### config.mk
export PLATFORM = sky130hd
export DESIGN_NAME = fw_loader
export DESIGN_NICKNAME = d
export VERILOG_FILES = /design/src/rtl/fw_loader_pkg.sv /design/src/rtl/fw_loader_reset_hold_ctr.sv /design/src/rtl/fw_loader.sv
export SDC_FILE = /design/constraint.sdc
export NUM_CORES = 1
export LEC_CHECK = 0
export BUFFER_PORTS_ARGS = -buffer_cell sky130_fd_sc_hd__buf_4
export CORE_MARGIN = 3
export CORE_UTILIZATION = 48
export CTS_CLUSTER_SIZE = 10
export DETAILED_ROUTE_END_ITERATION = 10
export GPL_TIMING_DRIVEN = 0
export PLACE_DENSITY = 0.75
export SYNTH_ARGS = -nofsm -noshare
export SYNTH_HDL_FRONTEND = slang
export SYNTH_SLANG_ARGS = --single-unit
### constraint.sdc
create_clock -name phi0 -period 1.6 [get_ports phi0]
set_input_delay 0.4 -clock phi0 [delete_from_list [all_inputs] [get_ports phi0]]
set_output_delay 0.4 -clock phi0 [all_outputs]
set_load 0.005 [all_outputs]
### src/rtl/fw_loader_pkg.sv
// fw_loader_pkg: shared state encoding, reset-vector addresses and width defaults
package fw_loader_pkg;
  localparam int ADDR_WIDTH_DEF = 16;
  localparam int REG_WIDTH_DEF = 8;
  localparam logic [15:0] VEC_LO_ADDR = 16'hFFFC;
  localparam logic [15:0] VEC_HI_ADDR = 16'hFFFD;
  typedef enum logic [2:0] {IDLE, LOAD, VEC_LO, VEC_HI, HOLD, DONE, ERROR} state_t;
endpackage

### src/rtl/fw_loader_reset_hold_ctr.sv
// reset_hold_ctr: down-counter that flags when a loaded hold interval has elapsed
module reset_hold_ctr #(
  parameter int HOLD = 8
) (
  input  logic phi0,
  input  logic reset_n,
  input  logic load,
  output logic count_done
);
  localparam int CW = $clog2(HOLD + 2);
  localparam logic [CW-1:0] LOAD_VAL = CW'(HOLD > 0 ? HOLD - 1 : 0);
  logic [CW-1:0] cnt;
  always_ff @(posedge phi0 or negedge reset_n) begin
    if (!reset_n) cnt <= '0;
    else if (load) cnt <= LOAD_VAL;
    else if (cnt != '0) cnt <= cnt - CW'(1);
  end
  assign count_done = cnt == '0;
endmodule

### src/rtl/fw_loader.sv
// fw_loader: streams a program into memory at BASE_ADDR, writes the reset vector, then releases the CPU
module fw_loader import fw_loader_pkg::*; #(
  parameter int ADDR_WIDTH = ADDR_WIDTH_DEF,
  parameter int REG_WIDTH = REG_WIDTH_DEF,
  parameter logic [ADDR_WIDTH-1:0] BASE_ADDR = ADDR_WIDTH'(16'h0600),
  parameter int MAX_SIZE = 256,
  parameter int RESET_HOLD = 8
) (
  input  logic                  phi0,
  input  logic                  reset_n,
  input  logic                  start,
  input  logic                  byte_valid,
  input  logic [REG_WIDTH-1:0]  byte_data,
  input  logic                  byte_last,
  output logic                  byte_ready,
  output logic                  mem_we,
  output logic [ADDR_WIDTH-1:0] mem_addr,
  output logic [REG_WIDTH-1:0]  mem_dout,
  output logic                  cpu_reset_n,
  output logic                  busy,
  output logic                  done,
  output logic                  error,
  output logic [ADDR_WIDTH-1:0] byte_count
);
  localparam logic [15:0] BASE16 = 16'(BASE_ADDR);
  state_t state, state_nx;
  logic take, restart, hold_done;
  logic [ADDR_WIDTH-1:0] count_nx;
  assign byte_ready = state == LOAD;
  assign busy = state inside {LOAD, VEC_LO, VEC_HI, HOLD};
  assign done = state == DONE;
  assign error = state == ERROR;
  assign cpu_reset_n = state == DONE;
  assign take = byte_valid && byte_ready;
  assign restart = start && (state inside {IDLE, DONE, ERROR});
  assign count_nx = byte_count + ADDR_WIDTH'(1);
  // byte_last wins over the size limit, so a full-size program still completes
  always_comb begin
    state_nx = state;
    case (state)
      IDLE, DONE, ERROR: state_nx = start ? LOAD : state;
      LOAD: if (take) state_nx = byte_last ? VEC_LO : (count_nx == ADDR_WIDTH'(MAX_SIZE)) ? ERROR : LOAD;
      VEC_LO: state_nx = VEC_HI;
      VEC_HI: state_nx = HOLD;
      HOLD: state_nx = hold_done ? DONE : HOLD;
      default: state_nx = IDLE;
    endcase
  end
  always_ff @(posedge phi0 or negedge reset_n) begin
    if (!reset_n) begin
      state <= IDLE;
      byte_count <= '0;
      mem_we <= 1'b0;
      mem_addr <= '0;
      mem_dout <= '0;
    end else begin
      state <= state_nx;
      mem_we <= take || state == VEC_LO || state == VEC_HI;
      if (take) begin
        mem_addr <= BASE_ADDR + byte_count;
        mem_dout <= byte_data;
        byte_count <= count_nx;
      end else if (state == VEC_LO) begin
        mem_addr <= ADDR_WIDTH'(VEC_LO_ADDR);
        mem_dout <= REG_WIDTH'(BASE16[7:0]);
      end else if (state == VEC_HI) begin
        mem_addr <= ADDR_WIDTH'(VEC_HI_ADDR);
        mem_dout <= REG_WIDTH'(BASE16[15:8]);
      end
      if (restart) byte_count <= '0;
    end
  end
  reset_hold_ctr #(.HOLD(RESET_HOLD)) u_hold (
    .phi0(phi0),
    .reset_n(reset_n),
    .load(state == VEC_HI),
    .count_done(hold_done)
  );
endmodule
# Word-level counts from Yosys, hierarchy flattened

Index checks and enable logic that the tools add are counted.

$add $sub $neg: 3
Reduce and logical (&&, ||, !) cells: 14
Mux-type cells: 16
Eq/ne operators: 9

Operators with widths:

| cell                   | number |
|---|---|
| $mux 16                | 5 |
| $mux 8                 | 3 |
| $add 11x16->16 const A | 1 |
| $add 16x1->16 const B  | 1 |
| $eq 16x9->1 const B    | 1 |
| $pmux 3 s5             | 1 |
| $mux 3                 | 4 |
| $eq 3x3->1 const B     | 3 |
| $mux 4                 | 2 |
| $reduce_bool 4->1      | 2 |
| $eq 3x2->1 const B     | 2 |
| $reduce_bool 3->1      | 2 |
| $logic_not 4->1        | 1 |
| $reduce_bool 2->1      | 2 |
| $sub 4x1->4 const B    | 1 |
| $eq 3x1->1 const B     | 1 |
| $logic_not 3->1        | 1 |
| $reduce_or 3->1        | 1 |
| $logic_and 1x1->1      | 2 |
| $logic_or 1x1->1       | 2 |
| $ne 2x1->1 const B     | 1 |
| $ne 2x2->1 const B     | 1 |
| $reduce_and 2->1       | 1 |
| $mux 1                 | 1 |

Word-level logic and storage cells: 48
Output and inout port bits: 46
Flip-flop bits (word level): 48

# Depth between registers and ports, before layout

Depth after elaboration: 6
Depth in mapped cells: 7
Gate-level depth less buffers: 7

# By module

A second synthesis with hierarchy kept.

Cells, all modules: 269
Area, all modules: 2567.5 um^2

Modules (own cells, without submodules):

| module         | area an instance (um^2) | sequential area each (um^2) | times used | cells each |
|---|---|---|---|---|
| fw_loader      | 2339.7                  | 1101.1                      | 1          | 248 |
| reset_hold_ctr | 227.7                   | 100.1                       | 1          | 21 |

# Least setup slack after synthesis

OpenSTA, ideal clock, no wires.

Path kind: reg-to-reg
Start point: register byte_count[0]
End point: register state[0]
Data required time: 1.476 ns
Clock period less this slack: 1.808 ns
Library setup time: 0.124 ns
Data arrival time: 1.684 ns
Path slack: -0.208 ns
Buffers on the path: 0
Cell stages (with the launch flop): 7
Cells stage by stage: dfrtp_1 > ha_1 > nand2_2 > nor4_4 > xnor2_1 > a31oi_2 > o31a_1

Longest elaborated chain between the ends: 6

RTL lines:

| what                   | RTL line        | text |
|---|---|---|
| from (decl)            | fw_loader.sv:23 | `output logic [ADDR_WIDTH-1:0] byte_count` |
| from (signal assigned) | fw_loader.sv:62 | `byte_count <= count_nx;` |
| $add 16x1->16          | fw_loader.sv:36 | `assign count_nx = byte_count + ADDR_WIDTH'(1);` |
| $eq 16x9->1            | fw_loader.sv:42 | `LOAD: if (take) state_nx = byte_last ? VEC_LO : (count_nx == ADDR_WIDTH'(MAX_SIZE)) ? ERROR : LOAD;` |
| $mux 3 (3 in a row)    | fw_loader.sv:42 |  |
| $pmux 3 s5             | fw_loader.sv:40 | `case (state)` |
| to (signal assigned)   | fw_loader.sv:57 | `state <= state_nx;` |
| to (decl)              | fw_loader.sv:26 | `state_t state, state_nx;` |

No other way between the ends. The select of a mux whose other input is x is not followed.
A chain may end at the register's enable or synchronous reset.

# Final worst setup path

Start point: register byte_count[3]
End point: register state[2]

Same word-level chain as after synthesis.

==> flow_metrics.py <==
metrics = {
    "run_status": {
        "outcome": "finished, violations left",
        "violations": "setup timing",
    },
    "pwr": {
        "power_density_mw_per_mm2": 1660,
        "p_total_uw": 6510,
        "leakagePower_uw": 0.00182,
        "ir_drop_uv": 855,
    },
    "drt": {
        "vias_per_cell": 5.84,
        "num_vias": 2593,
        "wl_um": 8340,
        "drt_iter0_drc": 214,
        "ant_nets": 0,
        "drc_errors": 0,
        "wire_per_inst_um": 18.8,
        "first_pass_iters": 4,
    },
    "layout": {
        "nets": 394,
        "diodes": 0,
        "drive_gt1_share_pct": 46.7,
        "area_growth_pct": 52.1,
    },
    "logic_synthesis": {
        "yosys_warnings": 0,
        "ys_seq_area_share_pct": 46.8,
        "synth_cells": 269,
        "synth_cell_types": 51,
        "synth-edff-count": 0,
        "synth.area.top_cells": "dfrtp_1 47%, a21oi_1 4.1%, xnor2_1 3.8%",
        "synth_area_mm2": 0.00257,
        "synth_top_cell_by_area": "dfrtp_1",
        "ys_ff_latch": 48,
        "synthArstFlopShare_pct": 100,
        "netlist.area_leader.share_pct": 46.8,
        "synth_ff_type": "dfrtp_1",
        "avgSynthCellArea_um2": 9.55,
        "synth_nets": 287,
    },
    "clocking": {
        "cts-buffers-inserted": 5,
        "insertion_delay_ns": 0.32,
        "ctsHoldBuffers": 0,
        "htreeDepth": 2,
        "clk_path_buf_depth": 2,
        "cts.sinks": 48,
        "cts_tree": "yes",
        "cts.clk_slew.worst_paths_ns": 0.10,
        "cts_root_buffer": "clkbuf_8",
    },
    "sta": {
        "slew-limit-headroom_pct": 59.2,
        "maxSlewViolCount": 0,
        "fin_crit_ns": 1.97,
        "setup_viol": 29,
        "fin_ws_ns": -0.368,
        "fmax_mhz": 508,
        "post-route-period-util_pct": 123,
        "rsz0062_at_grt": "true",
        "hold_viol": 0,
        "clock_skew_ns": 0.0109,
        "worstMarginPinSlew_ns": 0.612,
    },
    "job": {
        "cap_violations": 0,
    },
    "die": {
        "die_h_um": 79.2,
        "fp.dieArea_mm2": 0.00627,
        "fp.dieW_um": 79.2,
        "rows": 25,
        "design.portCount": 59,
        "initial_utilization_pct": 52.0,
        "core_mm2": 0.00494,
    },
    "worst_setup_path": {
        "cp_max_fo": 8,
        "cp_slowest_cell": "nor4_1",
        "crit_family": "simple AND/OR/NAND/NOR gates",
        "cp-start-kind": "register",
        "worstSetupEndpointType": "register",
        "crit_type": "register to register",
        "worst-path-buf-inv": 1,
        "crit_chain": "buf_6, nor4_1, nand3_1, a21oi_1, nand4_1, o41ai_2",
        "worstPathArrival_ns": 2.19,
        "max_stage_delay_ns": 0.43,
        "crit_required_ns": 1.82,
        "ff2ff_setup_slack_ns": -0.37,
    },
    "grt": {
        "grt.overflow.total": 0,
        "grt_pass1_vias": 2384,
        "grt_use_met2_pct": 37.1,
        "busiest_layer": "met2",
        "use_met3_pct": 5.10,
        "grt_use_met1_pct": 29.2,
        "track_usage_pct": 22.9,
        "antenna_found_initial": 0,
        "grt_pass1_wl_um": 11300,
        "grt_start_max_net_pins": 49,
    },
    "placement": {
        "post-dp-hpwl_um": 4430,
        "portBuffers": 57,
        "dp_slack_ns": -0.385,
        "gp_congestion": 0.855,
    },
    "hold_path": {
        "hp-class": "primary input to async pin",
    },
}
-- synth_stat cells, types with 3 or more instances --
cell	instances
a21oi_1	21
a22o_1	10
a31oi_1	3
and2_1	5
and3_1	4
buf_2	8
clkbuf_1	9
dfrtp_1	48
ha_1	5
inv_1	9
nand2_1	19
nand3_1	8
nand4_1	3
nor2_1	22
nor3_1	4
o21ai_0	17
o21ai_1	4
o22a_1	7
o22ai_1	3
o31ai_1	6
xnor2_1	11
xor2_1	4
-- report_power, final --
part,internal [µW],leakage (µW),switching [µW]
sequential,1630,0.000589,334
clock,463,0.0000541,451
combinational,1950,0.00117,1680
total,4050,0.00182,2460
-- layer usage --
metal / up-vias / wire [µm]
met4: 0 / 267
met1: 1258 / 3350
met3: 24 / 622
li1: 1179 / -
met5: - / 0
met2: 132 / 4100
-- stage by stage --
stage,hold WS (ns),instances,area (µm²),TNS [ns],utilization [%]
after floorplan,0.104,269,2620,-0.239,-
after global placement,0.450,393,3130,-8.42,63.3
after detailed placement,0.453,393,3130,-9.48,63.3
after CTS,0.115,411,3430,-3.62,69.3
after global routing,0.134,444,3910,-5.21,79.1
final,0.0858,444,3910,-2.47,79.1
-- final timing paths --
check,startpoint,endpoint,depth (start not counted)
max in group asynchronous,reset_n,byte_count[6],1
min,reset_n,mem_addr[0],1
max,byte_count[3],state[2],6
max reg2reg,byte_count[3],state[2],6
min in group phi0,byte_last,state[2],2
min reg2reg,mem_addr[4],mem_addr[4],1
-- layout by cell type, fill, tap and decap left out, types with 3 or more instances in the layout --
master,synthesis,routed
nand3_1,8,6
o21ai_2,0,6
a21oi_1,21,16
o22a_1,7,7
and3_1,4,3
dfrtp_2,0,8
buf_6,0,16
nor2_4,0,4
clkbuf_1,9,3
a21oi_2,0,4
o21ai_1,4,9
a31oi_1,3,3
nand2_1,19,16
nor2_1,22,19
o22ai_1,3,3
ha_1,5,3
o31ai_1,6,5
xor2_1,4,4
nand4_1,3,3
clkbuf_8,0,7
buf_4,2,95
and2_1,5,4
o21ai_0,17,6
xnor2_1,11,11
dfrtp_1,48,40
a22o_1,10,10
inv_1,9,8
-- flip-flops by register name, indices dropped and copies added (netlist names) --
name,cells
u_hold.cnt,4
byte_count,16
mem_dout,8
mem_addr,16
mem_we,1
state,3
-- kinds of logic after synthesis --
family                     count (synthesis)  share of synthesized area, %
buffers and inverters                     30                          5.07
xor gates and xnor gates                  15                          5.11
DFF                                       48                          46.8
adders and majority gates                  5                          2.44
and+or+nand+nor                           83                          17.4
AOI/OAI and AO/OA                         86                          22.5
muxes                                      2                         0.779
-- cell type report --
type	instances	area [µm²]
timing repair buffer	101	810
tap	67	83.8
clock inverter	3	42.5
sequential	48	1210
fill	308	1030
buffer	20	195
clock buffer	5	68.8
inverter	9	36.3
multi-input combinational	191	1460
-- timing repair --
item                                    4_1_cts  5_1_grt
buffers inserted                             10       32
cloned                                        0        2
pin swaps                                     5       26
gates resized for setup                      38       67
endpoints found under the setup margin       44       44
(Power assumes the default switching activity.)
